==> src/rtl/fetch_pkg.sv <==
// fetch_pkg: shared widths, fetch tag record and pc-generator FSM encoding
// for the fetch front end.
package fetch_pkg;

  localparam int          XLEN       = 32;
  localparam int unsigned INST_BYTES = 4;

  typedef struct packed {
    logic            valid;
    logic [XLEN-1:0] pc;
  } fetch_tag_t;

  typedef enum logic {
    FS_RUN,
    FS_FAULT
  } fetch_state_t;

endpackage

==> src/rtl/fetch_pc_gen_if.sv <==
// fetch_pc_gen_if: control inputs and fetch-address / retire outputs of the pc generator.
// The master side is the pc generator, the slave side is the fetch unit plus redirect source.
interface fetch_pc_gen_if;

  logic                      stall;
  logic                      redirect_valid;
  logic [fetch_pkg::XLEN-1:0] redirect_pc;
  logic [fetch_pkg::XLEN-1:0] pc;
  logic                      inst_valid;
  logic [fetch_pkg::XLEN-1:0] inst_pc;
  logic                      fetch_misalign;

  modport master (
    input  stall,
    input  redirect_valid,
    input  redirect_pc,
    output pc,
    output inst_valid,
    output inst_pc,
    output fetch_misalign
  );

  modport slave (
    output stall,
    output redirect_valid,
    output redirect_pc,
    input  pc,
    input  inst_valid,
    input  inst_pc,
    input  fetch_misalign
  );

endinterface

==> src/rtl/fetch_tag_pipe.sv <==
// fetch_tag_pipe: shift register of fetch tags that mirrors the fetch latency;
// flush drops the valid bit of every tag in flight on the same edge.
module fetch_tag_pipe
  import fetch_pkg::*;
#(
  parameter int DEPTH = 3
) (
  input  logic       clk,
  input  logic       reset_n,
  input  logic       flush,
  input  fetch_tag_t tag_in,
  output fetch_tag_t tag_out
);

  fetch_tag_t stage [DEPTH];

  always_ff @(posedge clk) begin
    if (!reset_n) begin
      for (int i = 0; i < DEPTH; i++) begin
        stage[i] <= '0;
      end
    end else begin
      stage[0] <= tag_in;
      if (flush) stage[0].valid <= 1'b0;
      for (int i = 1; i < DEPTH; i++) begin
        stage[i] <= stage[i-1];
        // Squashed tags keep shifting so inst_pc still tracks the bubble's pc.
        if (flush) stage[i].valid <= 1'b0;
      end
    end
  end

  assign tag_out = stage[DEPTH-1];

endmodule

==> src/rtl/fetch_pc_gen.sv <==
// fetch_pc_gen: pc register, next-pc mux and RUN/FAULT FSM ahead of the two-stage fetch unit.
// Misaligned-redirect faulting is built only when FETCH_MISALIGN_CHECK_EN is defined.
//
//   state    | meaning
//   FS_RUN   | launching one fetch per unstalled cycle, pc advances by 4
//   FS_FAULT | misaligned redirect taken; pc holds, no launches until an aligned redirect
module fetch_pc_gen
  import fetch_pkg::*;
#(
  parameter logic [XLEN-1:0] RESET_VECTOR  = 32'h0000_0000,
  parameter int              FETCH_LATENCY = 3
) (
  input logic            clk,
  input logic            reset_n,
  fetch_pc_gen_if.master bus
);

  fetch_state_t    state;
  logic [XLEN-1:0] pc_q;
  logic            misalign_q;
  fetch_tag_t      launch_tag;
  fetch_tag_t      retire_tag;

  always_comb begin
    launch_tag.valid = (state == FS_RUN) && !bus.stall && !bus.redirect_valid;
    launch_tag.pc    = pc_q;
  end

  always_ff @(posedge clk) begin
    if (!reset_n) begin
      pc_q       <= RESET_VECTOR;
      state      <= FS_RUN;
      misalign_q <= 1'b0;
    end else if (bus.redirect_valid) begin
`ifdef FETCH_MISALIGN_CHECK_EN
      pc_q <= bus.redirect_pc;
      if (bus.redirect_pc[1:0] != 2'b00) begin
        state      <= FS_FAULT;
        misalign_q <= 1'b1;
      end else begin
        state      <= FS_RUN;
        misalign_q <= 1'b0;
      end
`else
      pc_q       <= {bus.redirect_pc[XLEN-1:2], 2'b00};
      state      <= FS_RUN;
      misalign_q <= 1'b0;
`endif
    end else if (!bus.stall && state == FS_RUN) begin
      pc_q <= pc_q + XLEN'(INST_BYTES);
    end
  end

  fetch_tag_pipe #(
    .DEPTH (FETCH_LATENCY)
  ) u_tag_pipe (
    .clk     (clk),
    .reset_n (reset_n),
    .flush   (bus.redirect_valid),
    .tag_in  (launch_tag),
    .tag_out (retire_tag)
  );

  assign bus.pc             = pc_q;
  assign bus.inst_valid     = retire_tag.valid;
  assign bus.inst_pc        = retire_tag.pc;
  assign bus.fetch_misalign = misalign_q;

endmodule
==> src/flat_wrapper.sv <==
// flat-port wrapper written by rule: the top's interface ports become plain ports
module fetch_pc_gen_flat import fetch_pkg::*;
#(
  parameter logic [XLEN-1:0] RESET_VECTOR  = 32'h0000_0000,
  parameter int              FETCH_LATENCY = 3
)
  (clk, reset_n, bus_stall, bus_redirect_valid, bus_redirect_pc, bus_pc, bus_inst_valid, bus_inst_pc, bus_fetch_misalign);
  fetch_pc_gen_if bus_i ();
  input logic clk;
  input logic reset_n;
  input wire logic [$bits(bus_i.stall)-1:0] bus_stall;
  input wire logic [$bits(bus_i.redirect_valid)-1:0] bus_redirect_valid;
  input wire logic [$bits(bus_i.redirect_pc)-1:0] bus_redirect_pc;
  output wire logic [$bits(bus_i.pc)-1:0] bus_pc;
  output wire logic [$bits(bus_i.inst_valid)-1:0] bus_inst_valid;
  output wire logic [$bits(bus_i.inst_pc)-1:0] bus_inst_pc;
  output wire logic [$bits(bus_i.fetch_misalign)-1:0] bus_fetch_misalign;
  assign bus_i.stall = bus_stall;
  assign bus_i.redirect_valid = bus_redirect_valid;
  assign bus_i.redirect_pc = bus_redirect_pc;
  assign bus_pc = bus_i.pc;
  assign bus_inst_valid = bus_i.inst_valid;
  assign bus_inst_pc = bus_i.inst_pc;
  assign bus_fetch_misalign = bus_i.fetch_misalign;
  fetch_pc_gen #(.RESET_VECTOR(RESET_VECTOR), .FETCH_LATENCY(FETCH_LATENCY)) u_core (.clk(clk), .reset_n(reset_n), .bus(bus_i));
endmodule
==> config.mk <==
export PLATFORM = sky130hd
export DESIGN_NAME = fetch_pc_gen_flat
export DESIGN_NICKNAME = d
export VERILOG_FILES = /design/src/rtl/fetch_pkg.sv /design/src/rtl/fetch_pc_gen_if.sv /design/src/rtl/fetch_tag_pipe.sv /design/src/rtl/fetch_pc_gen.sv /design/src/flat_wrapper.sv
export SDC_FILE = /design/constraint.sdc
export NUM_CORES = 1
export LEC_CHECK = 0
export ABC_AREA = 1
export CAP_MARGIN = 20
export CORE_ASPECT_RATIO = 1.2
export CORE_MARGIN = 4
export CORE_UTILIZATION = 26
export CTS_CLUSTER_DIAMETER = 60
export DETAILED_ROUTE_END_ITERATION = 12
export SYNTH_ARGS = -nofsm -noshare
export SYNTH_HDL_FRONTEND = slang
export SYNTH_SLANG_ARGS = --single-unit
==> constraint.sdc <==
create_clock -name clk -period 2 [get_ports clk]
set_input_delay 0.2 -clock clk [delete_from_list [all_inputs] [get_ports clk]]
set_output_delay 0.2 -clock clk [all_outputs]
set_load 0.01 [all_outputs]
# --- Word-level counts from Yosys, hierarchy flattened ---
# Memory sizes are Yosys's and may differ from the RTL's.
# Index checks and enable logic that the tools add are counted.
classes:
  addsub: 1
  muxes: 13
  n_reduce_logical: 5
  bitwise_logic: 7
ops:
  columns: ["cell", "count"]
  rows:
  - ["33-bit two-way mux", 3]
  - ["32-bit two-way mux", 2]
  - ["32-bit by 3-bit adder with 32-bit output, second input constant", 1]
  - ["1-bit two-way mux", 8]
  - ["1-bit bitwise OR", 6]
  - ["1-bit logical NOT", 2]
  - ["2-bit nonzero test", 1]
  - ["2-bit OR reduction", 1]
  - ["1-bit logical AND", 1]
  - ["1-bit inverter", 1]
word_totals:
  mem_bits_rw: 99
  n_memories: 1
  regBits: 32
  inputBits: 36
  out_inout_bits: 66
  word_cells: 29
memory_table:
  columns: ["name", "depth", "word_bits", "rd", "rd_clocked_by_memory_dff", "write_ports", "line_no", "text"]
  rows:
  - ["u_core.u_tag_pipe.stage", 3, 33, 3, 0, 3, "fetch_tag_pipe.sv:15", "fetch_tag_t stage [DEPTH];"]

# --- Depth between registers and ports, before layout ---
# Gate-level depths: netlist of run 1.
logic_depth:
  depth_word: 4
  mapped_depth: 10
  mapped_depth_nobuf: 10

# --- Cells and area by module ---
# A second synthesis of run 1 with hierarchy kept.
unflattened:
  cells_unflattened: 699
  area_unflattened_um2: 6237.2
by_module_without_submodules:
  columns: ["mod", "instances", "cells_each", "seq_area_each_um2", "area_per_inst_um2"]
  rows:
  - ["fetch_tag_pipe", 1, 311, 2962.8, 3828.7]
  - ["fetch_pc_gen", 1, 388, 600.6, 2408.6]

# --- Worst setup path after synthesis of run 1 ---
# No wires, ideal clock.
synth_path:
  kind: "register to register"
  startpoint: "reg u_core.pc_q[2] (netlist: u_core.bus.pc[2])"
  endpoint: "reg u_core.pc_q[16] (netlist: u_core.bus.pc[16])"
  t_arrival_ns: 1.323
  setup_ns: 0.132
  path_buffers: 0
  synth_period_minus_slack_ns: 1.455
  stages_incl_launch_ff: 8
  setup_slack_ns: 0.545
  t_required_ns: 1.868
  cell_sequence: "dfxtp_1 -> ha_1 -> nand3_1 -> nor2_1 -> nand3_1 -> xor2_1 -> nand2_1 -> a21oi_1"
synth_via:
  elab_chain_cells: 3
synth_rtl:
  columns: ["element", "line_no", "text"]
  rows:
  - ["from (decl)", "fetch_pc_gen.sv:19", "logic [XLEN-1:0] pc_q;"]
  - ["from (signal assigned)", "fetch_pc_gen.sv:45", "pc_q <= {bus.redirect_pc[XLEN-1:2], 2'b00};"]
  - ["from (signal assigned)", "fetch_pc_gen.sv:50", "pc_q <= pc_q + XLEN'(INST_BYTES);"]
  - ["32-bit by 3-bit adder with 32-bit output", "fetch_pc_gen.sv:50", null]
  - ["32-bit two-way mux", "fetch_pc_gen.sv:49", "end else if (!bus.stall && state == FS_RUN) begin"]
  - ["32-bit two-way mux", "fetch_pc_gen.sv:34", "end else if (bus.redirect_valid) begin"]
# Every way passes these cells. The select of a mux whose other input is x is not followed.
# A chain may end at the register's enable or synchronous reset.

# --- Worst setup path in the final report of run 1 ---
layout_path:
  startpoint: "reg u_core.pc_q[12] (netlist: u_core.bus.pc[12])"
  endpoint: "out bus_pc[12]"
layout_rtl:
  columns: ["element", "line_no", "text"]
  rows:
  - ["to (decl)", "flat_wrapper.sv:14", "output wire logic [$bits(bus_i.pc)-1:0] bus_pc;"]
# No word-level cell between the ends.

==> results of run 1 <==
## through the flow
stage / hold slack [ns] / utilization, %
after floorplan: 0.348 / -
after global placement: 0.449 / 32.8
after detailed placement: 0.476 / 32.8
after CTS: 0.192 / 35.4
after global routing: 0.254 / 35.4
final: 0.206 / 35.4
## registers in the layout, summed over array words and instances, names as in the netlist
register,count
u_core.bus.pc,30
u_core.u_tag_pipe.stage,93
## final cells by class
type / instances / area (µm²) / share of cell area [%]
multi-input cells: 481 / 2080 / 26.2
inverters: 137 / 514 / 6.46
flip-flops and latches: 123 / 3380 / 42.5
well taps: 279 / 349 / 4.38
repair buffers: 108 / 1060 / 13.3
clock inverters: 8 / 95.1 / 1.19
clock buffers: 24 / 482 / 6.05
## placed cells by master (no fill, tap or decap)
cell | Yosys | routed
sky130_fd_sc_hd__clkbuf_1 | 14 | 4
sky130_fd_sc_hd__nand2_2 | 4 | 4
sky130_fd_sc_hd__clkinvlp_4 | 0 | 3
sky130_fd_sc_hd__a31oi_1 | 6 | 6
sky130_fd_sc_hd__clkdlybuf4s50_1 | 0 | 93
sky130_fd_sc_hd__o21ai_0 | 20 | 20
sky130_fd_sc_hd__nand2_1 | 223 | 223
sky130_fd_sc_hd__clkinv_1 | 1 | 3
sky130_fd_sc_hd__dfxtp_1 | 31 | 31
sky130_fd_sc_hd__nand3b_1 | 2 | 2
sky130_fd_sc_hd__a21oi_1 | 23 | 23
sky130_fd_sc_hd__o21ai_1 | 1 | 1
sky130_fd_sc_hd__inv_2 | 2 | 2
sky130_fd_sc_hd__nor2_2 | 10 | 10
sky130_fd_sc_hd__xnor2_1 | 3 | 3
sky130_fd_sc_hd__nor2_4 | 4 | 4
sky130_fd_sc_hd__nor2_1 | 50 | 50
sky130_fd_sc_hd__clkinv_2 | 0 | 1
sky130_fd_sc_hd__buf_4 | 36 | 14
sky130_fd_sc_hd__nand2_4 | 2 | 2
sky130_fd_sc_hd__xor2_1 | 7 | 7
sky130_fd_sc_hd__inv_1 | 134 | 134
sky130_fd_sc_hd__clkbuf_16 | 0 | 17
sky130_fd_sc_hd__bufinv_16 | 0 | 2
sky130_fd_sc_hd__nand3_1 | 21 | 21
sky130_fd_sc_hd__conb_1 | 2 | 97
sky130_fd_sc_hd__ha_1 | 1 | 1
sky130_fd_sc_hd__o21bai_1 | 1 | 1
sky130_fd_sc_hd__edfxtp_1 | 92 | 92
sky130_fd_sc_hd__clkbuf_8 | 0 | 3
sky130_fd_sc_hd__a22o_1 | 5 | 5
sky130_fd_sc_hd__a221oi_1 | 1 | 1
sky130_fd_sc_hd__buf_12 | 0 | 1
## worst min-delay path, cell delays in order
cell and delay [ns]:
sky130_fd_sc_hd__buf_4 0.23, sky130_fd_sc_hd__nand2_1 0.11, sky130_fd_sc_hd__inv_1 0.03
## kinds of logic (layout without fill, tap and decap cells)
logic type	Yosys count	after routing	share of synthesized area, %
AO/OA/AOI/OAI	57	57	5.32
XOR/XNOR	10	10	1.47
adder cells (fa/ha/maj)	1	1	0.209
buffers and inverters	193	277	14.5
flip-flops	123	123	56.6
other	2	97	0.126
AND/OR/NAND/NOR	316	316	21.8
## where the power goes
part	internal, µW	switching, µW
Clock	1920	1060
Combinational	272	294
Sequential	2900	87.1
## worst max-delay path by stage
stage	from	to	slack (ns)	cells past startpoint
5_1_grt	u_core.bus.pc[2]	u_core.bus.pc[16]	0.18	7
3_5_place_dp	bus_stall	u_core.bus.pc[17]	0.30	6
4_1_cts	u_core.bus.pc[21]	bus_pc[21]	0.25	1
3_3_place_gp	u_core.bus.pc[2]	u_core.bus.pc[16]	0.33	7
6_report	u_core.bus.pc[12]	bus_pc[12]	0.28	1
2_1_floorplan	u_core.bus.pc[2]	u_core.bus.pc[16]	0.54	7
## per-layer routing
metal,share of wire (%),global-route usage [%],vias to the layer above
met3,4.5,2.37,25
met2,53,19.7,94
met5,0,0,-
met4,2.3,4.90,0
met1,40,12.4,1971
li1,-,-,2356
==> flow_results.xml, run 1 <==
<?xml version="1.0" encoding="UTF-8"?>
<metrics>
  <group name="logic_synthesis">
    <metric name="synthDominantCellAreaShare" unit="%">46.2</metric>
    <metric name="dominantRegCellSynth" unit="">sky130_fd_sc_hd__edfxtp_1</metric>
    <metric name="synth.top_cells.by_area" unit="">sky130_fd_sc_hd__edfxtp_1 46%, sky130_fd_sc_hd__nand2_1 14%, sky130_fd_sc_hd__dfxtp_1 10%</metric>
    <metric name="syn-instance-count" unit="">702</metric>
    <metric name="number_of_warnings_printed_during_yosys_synthesis" unit="">0</metric>
    <metric name="synth_seq_area_share" unit="%">56.6</metric>
    <metric name="yosysMostFrequentCell" unit="">sky130_fd_sc_hd__nand2_1</metric>
    <metric name="synth.cell_area" unit="mm²">0.00598</metric>
    <metric name="synth_area_per_cell" unit="µm²">8.51</metric>
    <metric name="synth-seq-cells" unit="">123</metric>
    <metric name="netlist-cell-type-count" unit="">27</metric>
    <metric name="synth_area_leader_cell" unit="">sky130_fd_sc_hd__edfxtp_1</metric>
    <metric name="synthArstFlopShare" unit="%">0</metric>
    <metric name="number_of_flops_mapped_to_enable_cells_by_yosys" unit="">92</metric>
    <metric name="synthTopCellsByCount" unit="">223 x sky130_fd_sc_hd__nand2_1, 134 x sky130_fd_sc_hd__inv_1, 92 x sky130_fd_sc_hd__edfxtp_1</metric>
  </group>
  <group name="global_route">
    <metric name="largest_net_degree_at_the_start_of_global_routing" unit="">64</metric>
    <metric name="gr-usage-all-layers" unit="%">11.0</metric>
    <metric name="remaining_global_route_overflow" unit="">0</metric>
    <metric name="grt_pass1_vias" unit="">4239</metric>
    <metric name="grt_antenna_before_repair" unit="">0</metric>
    <metric name="grt_first_pass_wirelength" unit="µm">21800</metric>
  </group>
  <group name="pwr">
    <metric name="cellPowerDensity" unit="mW/mm²">822</metric>
    <metric name="vdd.ir_drop.worst" unit="V">0.000387</metric>
    <metric name="total_power" unit="µW">6540</metric>
    <metric name="total_leakage_power" unit="µW">0.00374</metric>
  </group>
  <group name="setup_path">
    <metric name="cp-start-kind" unit="">register</metric>
    <metric name="critical_path.reg2reg.startpoint" unit="">u_core.bus.pc[2]</metric>
    <metric name="path_cells" unit="">clkdlybuf4s50_1</metric>
    <metric name="timing.reg2reg.worst_path_depth" unit="">7</metric>
    <metric name="setup.worst_path.class" unit="">register to primary output</metric>
    <metric name="timing.reg2reg.setup_slack" unit="ns">0.31</metric>
    <metric name="critical_path_required" unit="ns">1.80</metric>
    <metric name="r2r_end" unit="">u_core.bus.pc[16]</metric>
    <metric name="critical_path.top_delay_family" unit="">buffers and inverters</metric>
    <metric name="critical_path.max_stage_delay" unit="ns">0.60</metric>
    <metric name="crit_buf_inv" unit="">1</metric>
    <metric name="critPathSlowestCell" unit="">sky130_fd_sc_hd__clkdlybuf4s50_1</metric>
    <metric name="cp-end-kind" unit="">primary output</metric>
    <metric name="critPathArrivalTime" unit="ns">1.52</metric>
    <metric name="crit_fanout" unit="">7</metric>
  </group>
  <group name="floorplan">
    <metric name="boundaryPins" unit="">102</metric>
    <metric name="core_area" unit="mm²">0.0225</metric>
    <metric name="dieArea" unit="mm²">0.0255</metric>
    <metric name="chipHeight" unit="µm">174</metric>
    <metric name="die_w" unit="µm">146</metric>
    <metric name="row_count" unit="">60</metric>
    <metric name="initial_utilization" unit="%">26.5</metric>
  </group>
  <group name="job">
    <metric name="maxcap_viol_count" unit="">0</metric>
  </group>
  <group name="cts">
    <metric name="clock_tree.htree_level_count" unit="">4</metric>
    <metric name="clk_path_buf_depth" unit="">2</metric>
    <metric name="clk_root_buffer_cell" unit="">sky130_fd_sc_hd__clkbuf_16</metric>
    <metric name="cts_sinks" unit="">123</metric>
    <metric name="cts_resized" unit="">0</metric>
    <metric name="tritoncts" unit="">done</metric>
    <metric name="post-cts-setup-buffer-count" unit="">0</metric>
    <metric name="cts_hold_repair.buffers" unit="">0</metric>
    <metric name="clk-insertion-delay-late" unit="ns">0.41</metric>
    <metric name="numCtsBuffers" unit="">17</metric>
    <metric name="cts.reportedPaths.clkPinSlew" unit="ns">0.05</metric>
  </group>
  <group name="worst_hold_path">
    <metric name="worstHoldEndpoint" unit="">u_core.bus.pc[3]</metric>
    <metric name="hold_path_depth" unit="">3</metric>
    <metric name="worstHoldPathType" unit="">input port to register</metric>
    <metric name="worstHoldStart" unit="">reset_n</metric>
  </group>
  <group name="route">
    <metric name="final_antenna_net_count" unit="">0</metric>
    <metric name="drt_drc" unit="">0</metric>
    <metric name="drt_iter0_markers" unit="">317</metric>
    <metric name="drt-total-wl" unit="µm">13600</metric>
    <metric name="via_count" unit="">4446</metric>
    <metric name="vias_per_cell" unit="">3.83</metric>
    <metric name="route.detailed.wl_per_inst" unit="µm">11.7</metric>
    <metric name="drt_pass1_iterations" unit="">4</metric>
  </group>
  <group name="sta">
    <metric name="rsz0062_at_grt" unit="">no</metric>
    <metric name="worst_slew_pin_slew" unit="ns">0.501</metric>
    <metric name="final-setup-viol-count" unit="">0</metric>
    <metric name="slew-limit-headroom" unit="%">66.6</metric>
    <metric name="clock.fmax" unit="GHz">0.583</metric>
    <metric name="setup_slack" unit="ns">0.284</metric>
    <metric name="slew_violations" unit="">0</metric>
    <metric name="finalClockSkew" unit="ns">0.0120</metric>
    <metric name="final_critical_period" unit="ns">1.72</metric>
    <metric name="final_report_hold_violation_count" unit="">0</metric>
    <metric name="finalSetupTns" unit="ns">0</metric>
    <metric name="layout_worst_path_cycle_share" unit="%">85.8</metric>
  </group>
  <group name="final_layout">
    <metric name="n_fill_cell" unit="">2336</metric>
    <metric name="layout.cell_area.non_filler" unit="mm²">0.00796</metric>
    <metric name="fin_cells" unit="">1160</metric>
    <metric name="final_layout_size_suffix_gt1_share" unit="%">7.15</metric>
    <metric name="final_nets" unit="">905</metric>
    <metric name="synthToLayoutAreaGrowth" unit="%">33.2</metric>
    <metric name="antenna_cells_inserted" unit="">0</metric>
  </group>
  <group name="placement">
    <metric name="buffer_ports.inserted" unit="">94</metric>
    <metric name="post-dp-hpwl" unit="µm">10100</metric>
    <metric name="post-place-ws" unit="ns">0.296</metric>
    <metric name="place_congestion" unit="">0.843</metric>
    <metric name="placedCellCount" unit="">1128</metric>
    <metric name="placed_area" unit="mm²">0.00738</metric>
  </group>
  <group name="run_status">
    <metric name="status" unit="">finished, final reports clean</metric>
  </group>
</metrics>
No activity file was read; power rests on OpenSTA's default activity.
==> inputs of run 2 (changes only) <==
--- a/constraint.sdc
+++ b/constraint.sdc
@@ -3,2 +3,2 @@
 set_output_delay 0.2 -clock clk [all_outputs]
-set_load 0.01 [all_outputs]
+set_load 0.05 [all_outputs]
==> run 2 against run 1 <==
Compared with the run above: worst hold slack worse by 0.011 ns; sequential power about the same; clock skew fell by 0.0035 ns; critical endpoint is now bus_pc[8]; fmax decreased by 12%.
==> flow_results.xml, run 2 (synthesized netlist as in run 1, its figures left out) <==
<?xml version="1.0" encoding="UTF-8"?>
<metrics>
  <group name="floorplan">
    <metric name="core_area" unit="mm²">0.0225</metric>
    <metric name="die_w" unit="µm">146</metric>
    <metric name="boundaryPins" unit="">102</metric>
    <metric name="initial_utilization" unit="%">26.5</metric>
    <metric name="row_count" unit="">60</metric>
    <metric name="dieArea" unit="mm²">0.0255</metric>
    <metric name="chipHeight" unit="µm">174</metric>
  </group>
  <group name="worst_hold_path">
    <metric name="hold_path_depth" unit="">3</metric>
    <metric name="worstHoldPathType" unit="">input port to register</metric>
    <metric name="worstHoldEndpoint" unit="">u_core.bus.pc[3]</metric>
    <metric name="worstHoldStart" unit="">reset_n</metric>
  </group>
  <group name="route">
    <metric name="drt-total-wl" unit="µm">13400</metric>
    <metric name="via_count" unit="">4451</metric>
    <metric name="final_antenna_net_count" unit="">0</metric>
    <metric name="drt_pass1_iterations" unit="">5</metric>
    <metric name="drt_iter0_markers" unit="">247</metric>
    <metric name="vias_per_cell" unit="">3.85</metric>
    <metric name="route.detailed.wl_per_inst" unit="µm">11.6</metric>
    <metric name="drt_drc" unit="">0</metric>
  </group>
  <group name="setup_path">
    <metric name="r2r_end" unit="">u_core.bus.pc[22]</metric>
    <metric name="cp-start-kind" unit="">register</metric>
    <metric name="critical_path.reg2reg.startpoint" unit="">u_core.bus.pc[2]</metric>
    <metric name="critPathArrivalTime" unit="ns">1.75</metric>
    <metric name="timing.reg2reg.worst_path_depth" unit="">10</metric>
    <metric name="critPathSlowestCell" unit="">sky130_fd_sc_hd__clkdlybuf4s50_1</metric>
    <metric name="critical_path.top_delay_family" unit="">buffers and inverters</metric>
    <metric name="crit_buf_inv" unit="">1</metric>
    <metric name="critical_path_required" unit="ns">1.80</metric>
    <metric name="critical_path.max_stage_delay" unit="ns">0.87</metric>
    <metric name="cp-end-kind" unit="">primary output</metric>
    <metric name="path_cells" unit="">clkdlybuf4s50_1</metric>
    <metric name="crit_fanout" unit="">6</metric>
    <metric name="timing.reg2reg.setup_slack" unit="ns">0.36</metric>
    <metric name="setup.worst_path.class" unit="">register to primary output</metric>
  </group>
  <group name="global_route">
    <metric name="grt_first_pass_wirelength" unit="µm">21400</metric>
    <metric name="gr-usage-all-layers" unit="%">10.8</metric>
    <metric name="grt_antenna_before_repair" unit="">0</metric>
    <metric name="largest_net_degree_at_the_start_of_global_routing" unit="">35</metric>
    <metric name="grt_pass1_vias" unit="">4192</metric>
    <metric name="remaining_global_route_overflow" unit="">0</metric>
  </group>
  <group name="final_layout">
    <metric name="number_of_flip_flops_in_the_largest_register" unit="">93</metric>
    <metric name="layout.core_utilization" unit="%">35.1</metric>
    <metric name="mostFrequentLayoutCell" unit="">sky130_fd_sc_hd__nand2_1</metric>
    <metric name="final_layout_size_suffix_gt1_share" unit="%">8.22</metric>
    <metric name="n_fill_cell" unit="">2302</metric>
    <metric name="commonest_cells_after_routing_fill_and_taps_aside" unit="">223 x sky130_fd_sc_hd__nand2_1, 134 x sky130_fd_sc_hd__inv_1, 97 x sky130_fd_sc_hd__conb_1, 92 x sky130_fd_sc_hd__edfxtp_1, 72 x sky130_fd_sc_hd__clkdlybuf4s50_1</metric>
    <metric name="top_register" unit="">u_core.u_tag_pipe.stage</metric>
    <metric name="final_nets" unit="">900</metric>
    <metric name="synthToLayoutAreaGrowth" unit="%">32.3</metric>
  </group>
  <group name="pwr">
    <metric name="cellPowerDensity" unit="mW/mm²">844</metric>
    <metric name="total_power" unit="µW">6670</metric>
    <metric name="total_leakage_power" unit="µW">0.00384</metric>
    <metric name="vdd.ir_drop.worst" unit="V">0.000372</metric>
  </group>
  <group name="cts">
    <metric name="cts_sinks" unit="">123</metric>
    <metric name="cts.reportedPaths.clkPinSlew" unit="ns">0.06</metric>
    <metric name="clock_tree.htree_level_count" unit="">4</metric>
    <metric name="post-cts-setup-buffer-count" unit="">0</metric>
    <metric name="numCtsBuffers" unit="">17</metric>
    <metric name="tritoncts" unit="">done</metric>
    <metric name="clk-insertion-delay-late" unit="ns">0.41</metric>
    <metric name="clk_path_buf_depth" unit="">2</metric>
    <metric name="clk_root_buffer_cell" unit="">sky130_fd_sc_hd__clkbuf_16</metric>
  </group>
  <group name="job">
    <metric name="maxcap_viol_count" unit="">0</metric>
  </group>
  <group name="sta">
    <metric name="final_report_hold_violation_count" unit="">0</metric>
    <metric name="worst_slew_pin_slew" unit="ns">0.557</metric>
    <metric name="final-setup-viol-count" unit="">0</metric>
    <metric name="final_critical_period" unit="ns">1.95</metric>
    <metric name="finalClockSkew" unit="ns">0.00853</metric>
    <metric name="clock.fmax" unit="GHz">0.512</metric>
    <metric name="finalSetupTns" unit="ns">0</metric>
    <metric name="layout_worst_path_cycle_share" unit="%">97.6</metric>
    <metric name="rsz0062_at_grt" unit="">no</metric>
    <metric name="slew-limit-headroom" unit="%">62.8</metric>
    <metric name="slew_violations" unit="">0</metric>
  </group>
  <group name="run_status">
    <metric name="status" unit="">finished, final reports clean</metric>
  </group>
  <group name="placement">
    <metric name="post-dp-hpwl" unit="µm">9950</metric>
    <metric name="buffer_ports.inserted" unit="">94</metric>
    <metric name="place_congestion" unit="">0.835</metric>
  </group>
</metrics>
==> run 2: cell count changes in the layout (fill, tap and decap cells not counted), moves of 2 or more <==
cell	delta
sky130_fd_sc_hd__inv_6	+3
sky130_fd_sc_hd__clkdlybuf4s50_1	-21
sky130_fd_sc_hd__clkinv_1	-2
sky130_fd_sc_hd__clkbuf_1	-3
sky130_fd_sc_hd__buf_4	+3
sky130_fd_sc_hd__clkinv_2	+2
sky130_fd_sc_hd__dlygate4sd2_1	+6
sky130_fd_sc_hd__clkinv_4	+2
sky130_fd_sc_hd__dlymetal6s2s_1	+6
sky130_fd_sc_hd__clkbuf_8	-2
==> run 2: metrics by stage <==
step,instance area [µm²],worst slack [ns],cells,hold slack [ns]
final,7910,0.0481,1156,0.195
after global routing,7910,0.00177,1155,0.198
after CTS,7890,0.00329,1155,0.178
after detailed placement,7340,0.353,1123,0.487
after global placement,7340,0.357,1123,0.451
after floorplan,6330,0.545,797,0.348
==> run 2: routing by layer <==
metal	routed length, µm	up-vias	GRT usage [%]
met1	5480	1979	12.0
li1	-	2348	-
met2	6830	96	19.0
met4	493	0	5.65
met5	0	-	0
met3	551	28	2.92
==> run 2: tightest hold or removal path: stages <==
cell	delay, ns
sky130_fd_sc_hd__buf_4	0.22
sky130_fd_sc_hd__nand2_1	0.11
sky130_fd_sc_hd__inv_1	0.03
==> run 2: repair_timing <==
action | 4_1_cts | 5_1_grt
pin swaps | 0 | 0
resized for setup | 6 | 6
endpoints found under the hold margin | 0 | 0
hold buffers | 0 | 0
endpoints found under the setup margin | 6 | 6
==> run 2: area by class of cell <==
class / count / area, µm² / share of cell area [%]
Timing Repair Buffer: 103 / 1020 / 12.8
Clock inverter: 13 / 119 / 1.50
Sequential cell: 123 / 3380 / 42.8
Antenna cell: 1 / 2.50 / 0.0316
Inverter: 137 / 514 / 6.50
Multi-Input combinational cell: 481 / 2080 / 26.3
Clock buffer: 19 / 443 / 5.60
Tap cell: 279 / 349 / 4.41
==> run 2: power by group <==
| part | switching [µW] | internal (µW) |
|---|---|---|
| clock | 1160 | 1750 |
| sequential | 97.4 | 2900 |
| combinational | 512 | 255 |
==> run 2: worst max-delay path by stage <==
stage                                start                end  depth (start not counted)  slack [ns]
final                     u_core.bus.pc[8]          bus_pc[8]                          1        0.05
after CTS                 u_core.bus.pc[8]          bus_pc[8]                          1       0.003
after global placement    u_core.bus.pc[2]  u_core.bus.pc[28]                         10        0.36
after global routing      u_core.bus.pc[8]          bus_pc[8]                          1       0.002
after detailed placement  u_core.bus.pc[2]  u_core.bus.pc[28]                         10        0.35
after floorplan           u_core.bus.pc[2]  u_core.bus.pc[16]                          7        0.54
